===== src/rtl/sum_of_evens_seq.sv =====
// Iterative sum of even integers in [0,N], one term per clock under start/done handshake.
// Latency: done pulses k+2 cycles after the accepted start edge (k = floor(N/2)); start ignored while busy.
module sum_of_evens_seq #(
    parameter int N_W = 4,
    parameter int S_W = 7
) (
    input  logic           clk,
    input  logic           rst_n,
    input  logic           i_start,
    input  logic [N_W-1:0] i_n,
    output logic           o_busy,
    output logic           o_done,
    output logic [S_W-1:0] o_s
);

    typedef enum logic [1:0] {
        ST_IDLE = 2'd0,
        ST_RUN  = 2'd1,
        ST_DONE = 2'd2
    } state_t;

    localparam logic [S_W-1:0] STEP = S_W'(2);

    state_t         r_state;
    logic [N_W-1:0] r_n;
    logic [S_W-1:0] r_acc;
    logic [S_W-1:0] r_i;
    logic [S_W-1:0] r_s;
    logic           r_done;
    logic           r_busy;

    // Operand zero-extended so the loop bound compare never truncates i.
    logic [S_W-1:0] w_n_ext;
    logic           w_more;

    assign w_n_ext = S_W'(r_n);
    assign w_more  = (r_i <= w_n_ext);

    always_ff @(posedge clk or negedge rst_n) begin
        if (!rst_n) begin
            r_state <= ST_IDLE;
            r_n     <= '0;
            r_acc   <= '0;
            r_i     <= '0;
            r_s     <= '0;
            r_done  <= 1'b0;
            r_busy  <= 1'b0;
        end else begin
            case (r_state)
                ST_IDLE: begin
                    r_done <= 1'b0;
                    if (i_start) begin
                        r_n     <= i_n;
                        r_acc   <= '0;
                        r_i     <= STEP;
                        r_busy  <= 1'b1;
                        r_state <= ST_RUN;
                    end
                end
                ST_RUN: begin
                    r_done <= 1'b0;
                    if (w_more) begin
                        r_acc <= r_acc + r_i;
                        r_i   <= r_i + STEP;
                    end else begin
                        r_state <= ST_DONE;
                    end
                end
                ST_DONE: begin
                    r_s     <= r_acc;
                    r_done  <= 1'b1;
                    r_busy  <= 1'b0;
                    r_state <= ST_IDLE;
                end
                default: begin
                    r_done  <= 1'b0;
                    r_busy  <= 1'b0;
                    r_state <= ST_IDLE;
                end
            endcase
        end
    end

    assign o_busy = r_busy;
    assign o_done = r_done;
    assign o_s    = r_s;

endmodule


===== config.mk =====
export PLATFORM = sky130hd
export DESIGN_NAME = sum_of_evens_seq
export DESIGN_NICKNAME = d
export VERILOG_FILES = /design/src/rtl/sum_of_evens_seq.sv
export SDC_FILE = /design/constraint.sdc
export NUM_CORES = 1
export LEC_CHECK = 0
export CORE_MARGIN = 2
export CORE_UTILIZATION = 58
export CTS_CLUSTER_DIAMETER = 150
export DETAILED_ROUTE_END_ITERATION = 16
export PLACE_DENSITY = 0.86
export SLEW_MARGIN = 20
export SYNTH_ARGS = -nofsm -noshare
export SYNTH_HDL_FRONTEND = slang
export SYNTH_SLANG_ARGS = --single-unit
export TNS_END_PERCENT = 50

===== constraint.sdc =====
create_clock -name clk -period 4.71 [get_ports clk]
set_clock_uncertainty 0.1 [all_clocks]
set_input_delay 0.942 -clock clk [delete_from_list [all_inputs] [get_ports clk]]
set_output_delay 0.942 -clock clk [all_outputs]
set_load 0.01 [all_outputs]

[Word level (Yosys, flattened, before mapping)]
Cells that the tools add are included.
Storage, ports and cells
  register bits after elaboration: 29
  output and inout bits: 9
  input port bits: 7
  logic and storage cells: 34
Operators by class
  reductions and logical operators: 6
  mux-type cells: 12
  equality and inequality tests: 5
  add/sub/neg operators: 2
  bitwise operators: 1
  $lt $le $gt $ge: 1
Operators by type and width (number)
  $mux 7: 4
  $pmux 7 s2: 2
  $add 7x2->7 const B: 1
  $add 7x7->7: 1
  $le 7x4->1: 1
  $ne 2x2->1 const B: 3
  $reduce_and 2->1: 3
  $mux 2: 2
  $pmux 2 s2: 1
  $reduce_and 3->1: 1
  $eq 2x1->1 const B: 1
  $eq 2x2->1 const B: 1
  $logic_not 2->1: 1
  $mux 1: 2
  $pmux 1 s2: 1
  $reduce_bool 2->1: 1
  $not 1->1: 1

[Longest topological paths before layout]
  depth after elaboration: 3
  mapped depth: 8
  gate-level depth less buffers: 7

[Worst setup path after synthesis]
No wires, ideal clock.
  path kind: input -> register
  start: in i_start
  end: reg r_acc[5]
  setup time: 0.122 ns
  setup slack: 2.768 ns
  stages: 4
  data arrival time: 1.720 ns
  data required time: 4.488 ns
  path buffers: 1
  cell sequence: inv_1 or3_1 clkbuf_1 a32o_1
Between the ends
  cells in the longest elaborated chain, start to end: 2
Ends and longest elaborated chain
  start, declared: line 9  | input logic i_start,
  $ne 2x2->1 (no source line)
  $reduce_and 3->1 (no source line)
  end signal, assigned: line 63  | r_acc <= r_acc + r_i;
  end, declared: line 26  | logic [S_W-1:0] r_acc;
Every way passes these cells.
A chain may end at the register's enable or synchronous reset.

[Worst setup path after layout]
  start: reg r_s[3], in the netlist o_s[3]
  end: out o_s[3]
RTL lines
  start, declared: line 28  | logic [S_W-1:0] r_s;
  start signal, assigned: line 70  | r_s <= r_acc;
  end, declared: line 13  | output logic [S_W-1:0] o_s
No word-level cell between the ends.

==> summary.md <==
| Metric | Value |
|---|---|
| Initial Util | 0.615 |
| CTS root buf | clkbuf_4 |
| Peak VDD IR | 0.452 mV |
| CP Class | register to output pin |
| Synth Area in Compound Gates | 0.112 |
| Post-Syn Area per Cell | 11.1 µm² |
| Net Sw Power | 364 µW |
| Mux share of post-synthesis cell area | 0.0653 |
| Worst-path cell chain | clkdlybuf4s50_1 |
| RSZ-0062 raised after global routing | false |
| Tmin final | 2.29 ns |
| First drt pass iteration count | 4 |
| Die H | 52.4 µm |
| Initial DRC Count | 14 |
| Clk pwr share | 0.164 |
| Flops & latches, synth | 28 |
| Critical Path RT | 3.67 ns |
| Post-Place Worst Slack | 2.14 ns |
| Vias in the first global route | 944 |
| Grt total ovfl | 0 |
| Share of layout cells above drive strength 1 | 0.115 |
| IO Pins | 16 |
| Vias post-DR | 926 |
| Lkg Pwr | 0.000773 µW |
| Flop pwr share | 0.396 |
| R2r setup slk | 2.50 ns |
| CP arrival | 1.25 ns |
| H-Tree Depth | 1 |
| Placer Congestion | 0.762 |
| Largest family of logic cells by synthesized area | simple AND/OR/NAND/NOR gates |
| Mapped Area | 1360 µm² |
| Crit-path max FO | 2 |
| Final setup fails | 0 |
| Largest net degree at the start of global routing | 29 |
| Routed WL | 2310 µm |
| Clk buf depth | 2 |
| Crit share post-route | 0.487 |
| Mapped Nets | 140 |
| Number of warnings issued by yosys | 0 |
| HPWL after DPL | 1680 µm |
| Most frequent cells in the layout | 28 x dfrtp_1, 15 x clkdlybuf4s50_1, 13 x nand2_1 |
| Fillers | 169 |
| Fmax | 0.436 GHz |
| Clock transition at the registers of the reported paths | 0.15 ns |
| Synth Area in XOR/XNOR | 0.0193 |
| CP Buf/Inv Count | 1 |
| Slew @ Worst Pin | 0.837 ns |
| Hold crit path type | register to register |
| Port Buffer Count | 15 |
| Die X | 52.4 µm |
| Post_cts resized | 0 |
| Relative slew slack | 0.438 |
| Setup Buffers After CTS | 0 |
| P per Cell Area | 614 nW/µm² |
| Area grow syn2layout | 16.6% |
| # DRC | 0 |
| Status | finished clean |
| Commonest non-fill, non-tap cell in the layout | dfrtp_1 |
| Via density | 5.54 |
| Max incr delay on CP | 0.54 ns |
| Slew Viols, Final | 0 |
| Diode count | 0 |
| CTS tree | yes |
| Die Area | 2750 µm² |
| Setup ws final | 2.42 ns |
| Delay-heaviest family, CP | buffers and inverters |
| Switching Share | 0.374 |
| Setup_tns | 0 ns |
| Maxcap violations | 0 |
| CP max-delay cell | clkdlybuf4s50_1 |
| CP endpoint kind | output pin |
| Core area | 2210 µm² |
| Post-DR wirelength/cell | 13.8 µm |
| Sequential fraction of the synthesis area | 0.515 |
| First-pass GRT wire length | 4020 µm |
| Row count | 17 |
| Post-Synth Adder-Cell Area | 0.0975 |
| Clk_lat worst skew | 0.33 ns |
| Hold_ws | 0.417 ns |
| Final hold vios | 0 |
| CTS Buf Count | 3 |
| Final layout net count | 157 |
| Gate count of the mapped netlist | 123 |
| Total clock sinks | 28 |
| Global-route usage over all layers | 0.200 |
| Antenna Nets Post-Route | 0 |
| Antenna violations before repair | 0 |
| Simple-Gate Fraction of Synth Area | 0.148 |
| Post-synth cell types | 33 |
| Internal power | 609 µW |
| Hold-fix buffers at CTS | 0 |
| Comb power frac | 0.440 |
| Crit start category | register |
sequential cells by signal, summed over array words and instances (netlist names):
signal	cells
r_acc	7
r_i	6
r_n	4
r_state	2
o_s	7
o_busy	1
o_done	1
kinds of logic after synthesis:
group                      count (synthesis)
AOI/OAI and AO/OA                         23
buffers and inverters                     13
other                                      1
DFF                                       28
muxes                                      8
xor gates and xnor gates                   3
adders and majority gates                 10
and+or+nand+nor                           37
path summary, 6_finish.rpt:
check                      startpoint        to  depth (start not counted)
max                            o_s[3]    o_s[3]                          1
max in group asynchronous       rst_n    o_s[6]                          2
max reg2reg                    r_i[2]  r_acc[6]                          6
min in group asynchronous       rst_n    r_n[3]                          2
min                          r_acc[0]  r_acc[0]                          1
min reg2reg                  r_acc[0]  r_acc[0]                          1
synthesized netlist by cell type (all sizes together):
cell / instances / area share
a32o: 1 / 0.0074
o21ai: 10 / 0.037
a21oi: 4 / 0.015
nand2: 13 / 0.036
mux2i: 1 / 0.0074
o311ai: 1 / 0.0064
xor2: 3 / 0.019
and2: 3 / 0.014
or3: 1 / 0.0046
nor2: 4 / 0.011
nor3: 5 / 0.018
inv: 9 / 0.025
nand3: 5 / 0.018
o31a: 1 / 0.0074
o211ai: 2 / 0.011
nand3b: 1 / 0.015
a41o: 1 / 0.0074
buf: 2 / 0.0092
ha: 9 / 0.083
a21o: 1 / 0.0055
mux2: 7 / 0.058
dfrtp: 28 / 0.52
nor2b: 1 / 0.0046
conb: 1 / 0.0028
a211oi: 1 / 0.0092
clkbuf: 2 / 0.0055
fa: 1 / 0.015
a41oi: 1 / 0.0064
or4: 1 / 0.0055
nor3b: 1 / 0.0092
nand2b: 1 / 0.0046
and4b: 1 / 0.0074
per-layer routing:
layer  track usage  vias to the layer above  share of wire
li1              -                      459              -
met1         0.238                      446           0.46
met2         0.352                       16           0.49
met3        0.0314                        5          0.034
met4        0.0897                        0          0.018
met5             0                        -              0
power groups by stage:
stage | clock network, µW | logic, µW | registers (µW)
2_1_floorplan | 0 | 307 | 383
3_3_place_gp | 0 | 406 | 385
3_5_place_dp | 0 | 428 | 391
4_1_cts | 162 | 431 | 385
5_1_grt | 170 | 484 | 395
6_report | 159 | 428 | 386
metrics by stage:
step | utilization | cell area (µm²) | std cells | total power [µW]
after floorplan | - | 1360 | 123 | 690
after global placement | 0.693 | 1530 | 163 | 790
after detailed placement | 0.693 | 1530 | 163 | 819
after CTS | 0.717 | 1590 | 167 | 979
after global routing | 0.717 | 1590 | 167 | 1050
final | 0.717 | 1590 | 167 | 973
worst reg2reg max path, cell delays in order, from the launching register on:
cell and delay (ns):
dfrtp_1 0.48, ha_1 0.33, a211oi_2 0.22, o31a_2 0.22, nand3b_4 0.17, or4_1 0.50, o211ai_1 0.10
layout make-up:
type | count | area, µm² | share of cell area
Multi-Input combinational cell | 82 | 606 | 0.382
Sequential cell | 28 | 701 | 0.442
Clock buffer | 3 | 22.5 | 0.0142
Timing Repair Buffer | 16 | 158 | 0.0994
Tap cell | 28 | 35.0 | 0.0221
Clock inverter | 1 | 30.0 | 0.0189
Inverter | 9 | 33.8 | 0.0213
Note: power is estimated with default switching activity, not from simulation.
